<file path="src/rtl/sfx_tone_sequencer_pkg.sv">
// Shared types and constants for the sound-effect tone sequencer.
package sfx_tone_sequencer_pkg;

  typedef enum logic {
    IDLE = 1'b0,
    PLAY = 1'b1
  } state_t;

  function automatic int unsigned ch_width(input int unsigned n);
    return (n < 2) ? 1 : $clog2(n);
  endfunction

  function automatic int unsigned midscale(input int unsigned w);
    return 1 << (w - 1);
  endfunction

  localparam int unsigned MIDSCALE = midscale(4);

  // Clocks per 1/32 tone period at 50 MHz for C, D, E and G.
  localparam logic [15:0] STEP_DO  = 16'h02EA;
  localparam logic [15:0] STEP_RE  = 16'h0299;
  localparam logic [15:0] STEP_MI  = 16'h0250;
  localparam logic [15:0] STEP_SOL = 16'h01F2;

endpackage

</file>
<file path="src/rtl/sfx_tone_sequencer_if.sv">
// Trigger/config/sample bundle between game logic and the tone sequencer.
interface sfx_tone_sequencer_if #(
  parameter int unsigned NUM_CH   = 2,
  parameter int unsigned SAMPLE_W = 4,
  parameter int unsigned STEP_W   = 16,
  parameter int unsigned DUR_W    = 10,
  parameter int unsigned CH_W     = 1
);
  logic [NUM_CH-1:0]        trig;
  logic                     mute;
  logic [NUM_CH*STEP_W-1:0] step_cfg;
  logic [NUM_CH*DUR_W-1:0]  dur_cfg;
  logic [SAMPLE_W-1:0]      tono;
  logic                     busy;
  logic [CH_W-1:0]          active_ch;
  logic                     done;

  modport master (
    output trig, mute, step_cfg, dur_cfg,
    input  tono, busy, active_ch, done
  );

  modport slave (
    input  trig, mute, step_cfg, dur_cfg,
    output tono, busy, active_ch, done
  );
endinterface

</file>
<file path="src/rtl/sfx_tone_sequencer_sine_lut.sv">
// Registered sine ROM, unsigned offset-binary, one full period over the address range.
module sfx_tone_sequencer_sine_lut #(
  parameter int unsigned ADDR_W   = 5,
  parameter int unsigned SAMPLE_W = 4
) (
  input  logic                clk,
  input  logic [ADDR_W-1:0]   addr,
  output logic [SAMPLE_W-1:0] sample
);

  localparam logic [3:0] SINE32 [32] = '{
    4'd8,  4'd9,  4'd11, 4'd12, 4'd13, 4'd14, 4'd14, 4'd15,
    4'd15, 4'd15, 4'd14, 4'd14, 4'd13, 4'd12, 4'd11, 4'd9,
    4'd8,  4'd7,  4'd5,  4'd4,  4'd3,  4'd2,  4'd2,  4'd1,
    4'd1,  4'd1,  4'd2,  4'd2,  4'd3,  4'd4,  4'd5,  4'd7
  };

  // Other widths reuse the 32x4 table: top address bits index it, value is MSB-aligned.
  logic [4:0] idx;

  always_comb begin
    idx = 5'({addr, 5'b0} >> ADDR_W);
  end

  always_ff @(posedge clk) begin
    sample <= SAMPLE_W'({SINE32[idx], SAMPLE_W'(0)} >> 4);
  end

endmodule

</file>
<file path="src/rtl/sfx_tone_sequencer.sv">
// Priority-arbitrated multi-channel tone player driving the DAC sample bus.
module sfx_tone_sequencer
  import sfx_tone_sequencer_pkg::*;
#(
  parameter int unsigned NUM_CH   = 2,
  parameter int unsigned SAMPLE_W = 4,
  parameter int unsigned ADDR_W   = 5,
  parameter int unsigned STEP_W   = 16,
  parameter int unsigned DUR_W    = 10,
  parameter int unsigned TICK_DIV = 50000
) (
  input logic                clk,
  input logic                reset_button,
  sfx_tone_sequencer_if.slave bus
);

  localparam int unsigned CH_W   = ch_width(NUM_CH);
  localparam int unsigned TICK_W = (TICK_DIV < 2) ? 1 : $clog2(TICK_DIV);
  localparam logic [SAMPLE_W-1:0] MID = SAMPLE_W'(midscale(SAMPLE_W));

  state_t              state;
  logic [NUM_CH-1:0]   trig_q;
  logic [NUM_CH-1:0]   pending;
  logic [TICK_W-1:0]   tick_cnt;
  logic [DUR_W-1:0]    dur_cnt;
  logic [STEP_W-1:0]   step_cnt;
  logic [STEP_W-1:0]   step_lim;
  logic [ADDR_W-1:0]   addr;
  logic [CH_W-1:0]     cur_ch;
  logic                busy;
  logic                sound_on;
  logic                done;
  logic [SAMPLE_W-1:0] lut_sample;

  logic [NUM_CH-1:0]   nz;
  logic [NUM_CH-1:0]   rise_ok;
  logic [NUM_CH-1:0]   cand;
  logic [CH_W-1:0]     hi_rise;
  logic [CH_W-1:0]     hi_cand;
  logic [CH_W-1:0]     new_ch;
  logic [DUR_W-1:0]    new_dur;
  logic [STEP_W-1:0]   new_step;
  logic                tick;
  logic                preempt;

  function automatic logic [CH_W-1:0] pick_hi(input logic [NUM_CH-1:0] v);
    pick_hi = '0;
    for (int unsigned i = 0; i < NUM_CH; i++) begin
      if (v[i]) pick_hi = CH_W'(i);
    end
  endfunction

  always_comb begin
    nz = '0;
    for (int unsigned i = 0; i < NUM_CH; i++) begin
      nz[i] = |bus.dur_cfg[i*DUR_W +: DUR_W];
    end
    rise_ok  = bus.trig & ~trig_q & nz;
    cand     = (pending & nz) | rise_ok;
    hi_rise  = pick_hi(rise_ok);
    hi_cand  = pick_hi(cand);
    tick     = (tick_cnt == TICK_W'(TICK_DIV - 1));
    preempt  = (rise_ok != '0) && (hi_rise > cur_ch);
    // In PLAY a retrigger implies no higher rise, so hi_rise is then cur_ch.
    new_ch   = (state == IDLE) ? hi_cand : hi_rise;
    new_dur  = bus.dur_cfg[int'(new_ch)*DUR_W +: DUR_W];
    new_step = bus.step_cfg[int'(new_ch)*STEP_W +: STEP_W];
  end

  always_ff @(posedge clk or posedge reset_button) begin
    if (reset_button) begin
      state    <= IDLE;
      trig_q   <= '0;
      pending  <= '0;
      tick_cnt <= '0;
      dur_cnt  <= '0;
      step_cnt <= '0;
      step_lim <= '0;
      addr     <= '0;
      cur_ch   <= '0;
      busy     <= 1'b0;
      sound_on <= 1'b0;
      done     <= 1'b0;
    end else begin
      trig_q   <= bus.trig;
      tick_cnt <= tick ? '0 : tick_cnt + 1'b1;
      sound_on <= busy;
      done     <= 1'b0;
      case (state)
        IDLE: begin
          if (cand != '0) begin
            state    <= PLAY;
            busy     <= 1'b1;
            cur_ch   <= new_ch;
            dur_cnt  <= new_dur;
            step_lim <= (new_step == '0) ? STEP_W'(1) : new_step;
            step_cnt <= '0;
            addr     <= '0;
            pending  <= cand & ~(NUM_CH'(1) << new_ch);
          end
        end
        PLAY: begin
          if (step_cnt == step_lim - STEP_W'(1)) begin
            step_cnt <= '0;
            addr     <= addr + 1'b1;
          end else begin
            step_cnt <= step_cnt + 1'b1;
          end
          // An end tick wins over any rise; those rises are arbitrated from IDLE.
          if (tick && dur_cnt == DUR_W'(1)) begin
            state   <= IDLE;
            busy    <= 1'b0;
            done    <= 1'b1;
            pending <= pending | rise_ok;
          end else if (preempt) begin
            cur_ch   <= new_ch;
            dur_cnt  <= new_dur;
            step_lim <= (new_step == '0) ? STEP_W'(1) : new_step;
            step_cnt <= '0;
            addr     <= '0;
            pending  <= (pending | rise_ok) & ~(NUM_CH'(1) << new_ch);
          end else begin
            pending <= pending | (rise_ok & ~(NUM_CH'(1) << cur_ch));
            if (rise_ok[cur_ch]) begin
              dur_cnt <= new_dur;
            end else if (tick) begin
              dur_cnt <= dur_cnt - 1'b1;
            end
          end
        end
        default: state <= IDLE;
      endcase
    end
  end

  sfx_tone_sequencer_sine_lut #(
    .ADDR_W   (ADDR_W),
    .SAMPLE_W (SAMPLE_W)
  ) sine_lut (
    .clk    (clk),
    .addr   (addr),
    .sample (lut_sample)
  );

  // The ROM lags addr by one cycle, so hold midscale until it has a valid sample.
  assign bus.tono      = (bus.mute || !(busy && sound_on)) ? MID : lut_sample;
  assign bus.busy      = busy;
  assign bus.active_ch = cur_ch;
  assign bus.done      = done;

endmodule

</file>
<file path="src/flat_wrapper.sv">
// flat-port wrapper written by rule: the top's interface ports become plain ports
module sfx_tone_sequencer_flat import sfx_tone_sequencer_pkg::*;
#(
  parameter int unsigned NUM_CH   = 2,
  parameter int unsigned SAMPLE_W = 4,
  parameter int unsigned ADDR_W   = 5,
  parameter int unsigned STEP_W   = 16,
  parameter int unsigned DUR_W    = 10,
  parameter int unsigned TICK_DIV = 50000
)
  (clk, reset_button, bus_trig, bus_mute, bus_step_cfg, bus_dur_cfg, bus_tono, bus_busy, bus_active_ch, bus_done);
  sfx_tone_sequencer_if #(.NUM_CH(NUM_CH), .SAMPLE_W(SAMPLE_W), .STEP_W(STEP_W), .DUR_W(DUR_W), .CH_W((ch_width(NUM_CH)))) bus_i ();
  input logic clk;
  input logic reset_button;
  input wire logic [$bits(bus_i.trig)-1:0] bus_trig;
  input wire logic [$bits(bus_i.mute)-1:0] bus_mute;
  input wire logic [$bits(bus_i.step_cfg)-1:0] bus_step_cfg;
  input wire logic [$bits(bus_i.dur_cfg)-1:0] bus_dur_cfg;
  output wire logic [$bits(bus_i.tono)-1:0] bus_tono;
  output wire logic [$bits(bus_i.busy)-1:0] bus_busy;
  output wire logic [$bits(bus_i.active_ch)-1:0] bus_active_ch;
  output wire logic [$bits(bus_i.done)-1:0] bus_done;
  assign bus_i.trig = bus_trig;
  assign bus_i.mute = bus_mute;
  assign bus_i.step_cfg = bus_step_cfg;
  assign bus_i.dur_cfg = bus_dur_cfg;
  assign bus_tono = bus_i.tono;
  assign bus_busy = bus_i.busy;
  assign bus_active_ch = bus_i.active_ch;
  assign bus_done = bus_i.done;
  sfx_tone_sequencer #(.NUM_CH(NUM_CH), .SAMPLE_W(SAMPLE_W), .ADDR_W(ADDR_W), .STEP_W(STEP_W), .DUR_W(DUR_W), .TICK_DIV(TICK_DIV)) u_core (.clk(clk), .reset_button(reset_button), .bus(bus_i));
endmodule
</file>
<file path="config.mk">
export PLATFORM = sky130hd
export DESIGN_NAME = sfx_tone_sequencer_flat
export DESIGN_NICKNAME = d
export VERILOG_FILES = /design/src/rtl/sfx_tone_sequencer_pkg.sv /design/src/rtl/sfx_tone_sequencer_if.sv /design/src/rtl/sfx_tone_sequencer_sine_lut.sv /design/src/rtl/sfx_tone_sequencer.sv /design/src/flat_wrapper.sv
export SDC_FILE = /design/constraint.sdc
export NUM_CORES = 1
export LEC_CHECK = 0
export CAP_MARGIN = 40
export CORE_MARGIN = 5
export CORE_UTILIZATION = 45
export DETAILED_ROUTE_END_ITERATION = 16
export GPL_ROUTABILITY_DRIVEN = 0
export HOLD_SLACK_MARGIN = 0.1
export PLACE_DENSITY = 0.72
export RECOVER_POWER = 50
export SLEW_MARGIN = 20
export SYNTH_ARGS = -nofsm -noshare
export SYNTH_HDL_FRONTEND = slang
export SYNTH_SLANG_ARGS = --single-unit
</file>
<file path="constraint.sdc">
create_clock -name clk -period 6.2 [get_ports clk]
set_input_delay 0.62 -clock clk [delete_from_list [all_inputs] [get_ports clk]]
set_output_delay 0.62 -clock clk [all_outputs]
set_load 0.05 [all_outputs]
</file>
==> impl_metrics.env, run 1 <==
export IMPL_run_status="finished, violations left"
export IMPL_violations="max-capacitance violations, max-slew violations"
export IMPL_die_area_sq_mm=0.0128
export IMPL_std_cell_rows=37
export IMPL_max_vdd_ir_drop_mv=0.128
export IMPL_use_met3=0.0310
export IMPL_grt_overflow=0
export IMPL_synthCells=530
export IMPL_cts_reportedPaths_clkPinSlew_ps=70
export IMPL_worstSkewPairLatency_ps=340
export IMPL_synth_enable_flop_cells=0
export IMPL_area_of_combinational_cells_with_multiple_inputs_sq_mm=0.00275
export IMPL_synth_main_ff_cell="sky130_fd_sc_hd__dfrtp_1"
export IMPL_grt_busiest_layer="met2"
export IMPL_detail_route_vias_per_cell=5.64
export IMPL_postRouteWirelength_microns=10800
export IMPL_quantity_of_i_o_buffers_inserted_on_ports=63
export IMPL_sequential_cell_area_sq_mm=0.00188
export IMPL_post_synthesis_register_bit_count=76
export IMPL_drt_first_pass_iters=4
export IMPL_final_net_count=650
export IMPL_slew_headroom=-0.664
export IMPL_holdCritPathClass="flop to flop"
export IMPL_num_antenna_cells=0
export IMPL_initial_antenna_violation_count=0
export IMPL_vias=4071
export IMPL_max_cap_viols=1
export IMPL_cts_resized=0
export IMPL_grt_use_total=0.171
export IMPL_dieWidth_microns=113
export IMPL_ctsHoldBuffers=0
export IMPL_ant_nets=0
export IMPL_worst_path_most_repeated_cell="sky130_fd_sc_hd__clkbuf_1"
export IMPL_final_setup_skew_ps=10.4
export IMPL_cts_htree_levels=3
export IMPL_gr_usage_met1=0.236
export IMPL_max_stage_delay_on_crit_path_ps=1850
export IMPL_cts_post_setup_buffers_inserted=0
export IMPL_finish_instance_area_sq_mm=0.00572
export IMPL_critical_path_slowest_cell="sky130_fd_sc_hd__clkbuf_1"
export IMPL_clock_sink_count=76
export IMPL_min_period_ps=4120
export IMPL_min_period_over_period=0.664
export IMPL_yosys_warnings=0
export IMPL_finalMaxSlewViolations=48
export IMPL_chipHeight_microns=113
export IMPL_detail_route_drc_violations=0
export IMPL_final_layout_size_suffix_gt1_frac=0.0768
export IMPL_place_area_sq_mm=0.00557
export IMPL_p_leak_nw=2.26
export IMPL_grt_use_met2=0.278
export IMPL_placeableCoreArea_sq_mm=0.0104
export IMPL_mappedNetlistArea_sq_mm=0.00481
export IMPL_cts_root_buf="sky130_fd_sc_hd__clkbuf_8"
export IMPL_critical_path_peak_fanout=47
export IMPL_syn_area_per_cell_sq_um=9.07
export IMPL_setup_worst_path_start_class="input pin"
export IMPL_tritoncts_num_buffers=9
export IMPL_tightest_slew_ps=2500
export IMPL_design_portCount=64
export IMPL_vias_in_the_first_global_route=3828
export IMPL_critical_path_endpoint_type="asynchronous set/reset pin"
export IMPL_synth_seq_area_share=0.392
export IMPL_cellPowerDensity_mw_per_mm2=262
export IMPL_syn2layout_area_growth_pct=19.1
export IMPL_cts_tree="done"
export IMPL_routedWlPerCell_microns=15.0
export IMPL_async_flop_share=0.947
export IMPL_grt_max_degree=48
export IMPL_cts_root_to_sink_buffers=2
export IMPL_worst_ep_arrival_time_ps=4040
export IMPL_fmax_mhz=243
export IMPL_cp_required_ps=6120
export IMPL_yosysUniqueCellTypes=63
export IMPL_crit_chain="dlygate4sd3_1 -> clkinv_1 -> clkbuf_1 -> clkbuf_1"
export IMPL_dpl_hpwl_microns=8230
export IMPL_fin_setup_tns_ps=0
export IMPL_rsz0062_at_grt="no"
export IMPL_finalHoldViolations=0
export IMPL_initial_utilization=0.463
export IMPL_worst_setup_path_type="input pin to asynchronous set/reset pin"
export IMPL_fill_cells=939
export IMPL_setup_viol=0
export IMPL_grt_first_pass_wirelength_microns=18200
export IMPL_drtIter0Drc=263
export IMPL_synthesis_nets=598
==> where the power goes <==
part	internal [W]	total [W]	switching (W)
clock	0.000184	0.000360	0.000176
combinational	0.000216	0.000447	0.000231
sequential	0.000574	0.000689	0.000115
==> cells by family (layout without fill, tap and decap cells) <==
group           count (synthesis)  after routing  share of synthesized area
compound gates                111            111                      0.161
mux                            23             23                     0.0489
buf+inv                        44            100                     0.0380
fa+ha+maj                      11             11                     0.0286
flops                          76             76                      0.392
xor+xnor                       44             44                     0.0831
simple gates                  221            221                      0.249
==> path summary, 6_finish.rpt <==
kind	slack, ps	start	end	cells past startpoint
hold reg to reg	440	u_core.bus.busy$_DFFE_PP0P_	u_core.sound_on$_DFF_PP0_	0
hold / removal	440	u_core.bus.busy$_DFFE_PP0P_	u_core.sound_on$_DFF_PP0_	0
max in group clk	2470	u_core.step_lim[0]$_DFFE_PP0P_	u_core.addr[2]$_DFFE_PP0P_	9
setup reg to reg	2470	u_core.step_lim[0]$_DFFE_PP0P_	u_core.addr[2]$_DFFE_PP0P_	9
setup / recovery	2080	reset_button	u_core.step_cnt[12]$_DFFE_PP0P_	4
min in group asynchronous	1150	reset_button	u_core.tick_cnt[12]$_DFF_PP0_	3
==> per-layer routing <==
layer  part of all wire  vias to the layer above  wire length [microns]
met3              0.036                        9                    391
li1                   -                     2048                      -
met5                  0                        -                      0
met4             0.0094                        0                    102
met2               0.48                       89                   5160
met1               0.48                     1925                   5180
==> cells in the final DEF (no fill, tap or decap), types with 7 or more instances in the layout <==
master,count
sky130_fd_sc_hd__nand2_1,44
sky130_fd_sc_hd__o22a_1,9
sky130_fd_sc_hd__and2_1,9
sky130_fd_sc_hd__ha_1,11
sky130_fd_sc_hd__xnor2_1,23
sky130_fd_sc_hd__mux2i_1,19
sky130_fd_sc_hd__nand3_1,16
sky130_fd_sc_hd__nor3_1,16
sky130_fd_sc_hd__nor2_1,34
sky130_fd_sc_hd__a211oi_1,10
sky130_fd_sc_hd__or4_1,7
sky130_fd_sc_hd__or3_1,9
sky130_fd_sc_hd__nor2_2,10
sky130_fd_sc_hd__a21oi_1,19
sky130_fd_sc_hd__xor2_1,20
sky130_fd_sc_hd__a31oi_1,7
sky130_fd_sc_hd__nor2b_1,13
sky130_fd_sc_hd__dfrtp_1,72
sky130_fd_sc_hd__o21ai_0,24
sky130_fd_sc_hd__inv_1,14
sky130_fd_sc_hd__and3_1,11
sky130_fd_sc_hd__nor4_1,21
sky130_fd_sc_hd__nand4_1,11
sky130_fd_sc_hd__clkdlybuf4s50_1,60
sky130_fd_sc_hd__clkbuf_8,9
==> registers in the layout, indices dropped and copies added (netlist names) <==
| name | cells |
|---|---|
| u_core.step_cnt | 16 |
| u_core.step_lim | 16 |
| u_core.tick_cnt | 16 |
| u_core.dur_cnt | 10 |
| u_core.addr | 5 |
| u_core.sine_lut.sample | 4 |
| u_core.pending | 2 |
| u_core.trig_q | 2 |
| u_core.bus.active_ch | 1 |
| u_core.bus.busy | 1 |
| u_core.bus.done | 1 |
| u_core.sound_on | 1 |
| u_core.state | 1 |
==> critical path: cells and delay by family <==
kind,cells,cell delay (ps)
buf+inv,4,3390
==> cell type report <==
type                    instances  share of cell area
clock inverters                 4             0.00896
well taps                     136              0.0297
clock buffers                  11              0.0230
inverters                      16              0.0105
repair buffers                 69               0.119
multi-input cells             410               0.480
flip-flops and latches         76               0.329
==> stage by stage <==
| stage | util | setup slack, ps | hold slack, ps | power, W | instances |
|---|---|---|---|---|---|
| global route | 0.552 | 1230 | 456 | 0.00160 | 722 |
| finish | 0.552 | 2080 | 438 | 0.00150 | 722 |
| detailed placement | 0.537 | 2180 | 419 | 0.00114 | 707 |
| floorplan | - | 3010 | 425 | 0.00101 | 530 |
| global placement | 0.532 | 2030 | 416 | 0.00112 | 704 |
| CTS | 0.555 | 2520 | 439 | 0.00151 | 722 |
==> cells in the mapped netlist (all sizes together) (15+ instances only) <==
cell,number,area (sq um)
dfrtp,72,1800
nor2,44,190
nor4,23,156
clkbuf,23,86.3
mux2i,19,190
nand2,44,165
inv,15,56.3
xor2,20,175
xnor2,23,201
o21ai,26,130
nor3,16,80.1
a21oi,20,104
nand3,16,80.1
Power figures use the tool's default switching activity.
==> run 2: changes to the inputs <==
- PLACE_DENSITY: 0.72 -> 0.75
- clock period: 6.2 -> 3.5 ns (I/O delays scaled with it)
==> impl_metrics.env, run 2 (same netlist as run 1, synthesis figures left out) <==
export IMPL_rsz0062_at_grt="no"
export IMPL_p_leak_nw=2.31
export IMPL_layout_cells_most_common_list="sky130_fd_sc_hd__dfrtp_1, sky130_fd_sc_hd__clkdlybuf4s50_1, sky130_fd_sc_hd__nand2_1"
export IMPL_num_antenna_cells=0
export IMPL_crit_chain="inv_1 -> ha_1 -> or3b_2 -> or4_1 -> a2111oi_0 -> nand4_1 -> nor4_2 -> a21oi_1 -> a221o_1"
export IMPL_dpl_hpwl_microns=8430
export IMPL_detail_route_vias_per_cell=5.75
export IMPL_dieWidth_microns=113
export IMPL_cts_root_to_sink_buffers=2
export IMPL_worstSkewPairLatency_ps=350
export IMPL_final_common_cell="sky130_fd_sc_hd__dfrtp_1"
export IMPL_cts_post_setup_buffers_inserted=0
export IMPL_cts_tree="done"
export IMPL_max_vdd_ir_drop_mv=0.226
export IMPL_final_setup_skew_ps=9.29
export IMPL_drtIter0Drc=218
export IMPL_place_area_sq_mm=0.00561
export IMPL_vias_in_the_first_global_route=4039
export IMPL_grt_max_degree=73
export IMPL_max_stage_delay_on_crit_path_ps=540
export IMPL_fin_setup_tns_ps=0
export IMPL_vias=4204
export IMPL_final_net_count=658
export IMPL_setup_viol=0
export IMPL_postRouteWirelength_microns=11000
export IMPL_run_status="finished, violations left"
export IMPL_worst_ep_arrival_time_ps=3550
export IMPL_routedWlPerCell_microns=15.1
export IMPL_grt_use_total=0.173
export IMPL_ant_nets=0
export IMPL_quantity_of_i_o_buffers_inserted_on_ports=63
export IMPL_chipHeight_microns=113
export IMPL_slew_headroom=-0.146
export IMPL_initial_antenna_violation_count=0
export IMPL_cellPowerDensity_mw_per_mm2=482
export IMPL_placed_cells=715
export IMPL_holdCritPathClass="flop to flop"
export IMPL_max_cap_viols=1
export IMPL_setup_worst_path_start_class="flop"
export IMPL_tritoncts_num_buffers=9
export IMPL_std_cell_rows=37
export IMPL_critical_path_slowest_cell="sky130_fd_sc_hd__or4_1"
export IMPL_finalMaxSlewViolations=73
export IMPL_reg_top3="u_core.step_cnt (16), u_core.step_lim (16), u_core.tick_cnt (16)"
export IMPL_design_portCount=64
export IMPL_clock_sink_count=76
export IMPL_cp_required_ps=3740
export IMPL_cts_resized=0
export IMPL_worst_setup_path_type="flop to flop"
export IMPL_min_period_over_period=0.948
export IMPL_cts_root_buf="sky130_fd_sc_hd__clkbuf_8"
export IMPL_finalHoldViolations=0
export IMPL_detail_route_drc_violations=0
export IMPL_fmax_mhz=302
export IMPL_instances_no_fill=731
export IMPL_ctsHoldBuffers=0
export IMPL_fill_cells=923
export IMPL_drt_first_pass_iters=5
export IMPL_min_period_ps=3320
export IMPL_grt_first_pass_wirelength_microns=18600
export IMPL_cts_htree_levels=3
export IMPL_critical_path_endpoint_type="flop"
export IMPL_violations="max-capacitance violations, max-slew violations"
export IMPL_critical_path_peak_fanout=5
export IMPL_die_area_sq_mm=0.0128
export IMPL_placeableCoreArea_sq_mm=0.0104
export IMPL_final_layout_size_suffix_gt1_frac=0.0992
export IMPL_tightest_slew_ps=1720
export IMPL_grt_overflow=0
export IMPL_finish_instance_area_sq_mm=0.00582
export IMPL_postLayoutSetupSlackWorst_ps=184
export IMPL_critical_path_top_delay_family="simple AND/OR/NAND/NOR gates"
export IMPL_syn2layout_area_growth_pct=21.2
export IMPL_initial_utilization=0.463
export IMPL_cts_reportedPaths_clkPinSlew_ps=80
export IMPL_cp_num_buf_inv=1
export IMPL_place_worst_setup_slack_ps=128
run 2: area by class of cell:
cell class | count | area (sq um) | share of cell area
clock buffer | 9 | 124 | 0.0213
multi-input combinational | 410 | 2760 | 0.473
inverter | 16 | 60.1 | 0.0103
tap | 136 | 170 | 0.0292
timing repair buffer | 77 | 733 | 0.126
clock inverter | 7 | 100 | 0.0172
sequential | 76 | 1880 | 0.323
run 2: worst paths after layout:
| check | start | to | slack (ps) | cells past startpoint |
|---|---|---|---|---|
| max in group asynchronous | reset_button | u_core.step_cnt[13]$_DFFE_PP0P_ | 1440 | 3 |
| worst min register to register | u_core.bus.busy$_DFFE_PP0P_ | u_core.sound_on$_DFF_PP0_ | 430 | 0 |
| worst max-delay path | u_core.step_lim[0]$_DFFE_PP0P_ | u_core.step_cnt[7]$_DFFE_PP0P_ | 180 | 9 |
| worst max register to register | u_core.step_lim[0]$_DFFE_PP0P_ | u_core.step_cnt[7]$_DFFE_PP0P_ | 180 | 9 |
| worst min-delay path | u_core.bus.busy$_DFFE_PP0P_ | u_core.sound_on$_DFF_PP0_ | 430 | 0 |
| min in group asynchronous | reset_button | u_core.tick_cnt[11]$_DFF_PP0_ | 1040 | 3 |
run 2: where the power goes:
part	leakage (nW)	internal [W]	total (W)	switching, W
sequential	0.947	0.00102	0.00122	0.000205
clock	0.102	0.000405	0.000756	0.000351
combinational	1.26	0.000402	0.000829	0.000427
total	2.31	0.00182	0.00281	0.000983
run 2: through the flow:
step | hold slack (ps) | util | total power, W
floorplan | 381 | - | 0.00178
global placement | 414 | 0.541 | 0.00201
detailed placement | 417 | 0.541 | 0.00206
CTS | 400 | 0.563 | 0.00282
global route | 475 | 0.562 | 0.00298
finish | 432 | 0.562 | 0.00281
run 2: metal layers:
layer  GRT usage  wire (microns)
met1       0.231            4910
met4      0.0481             178
met3      0.0257             576
met2       0.293            5380
met5           0               0
==> run 3: changes to the inputs <==
- CTS_CLUSTER_SIZE: unset -> 16
==> results of run 3 <==
The final DEF is identical to that of run 2; final timing and power are the same.
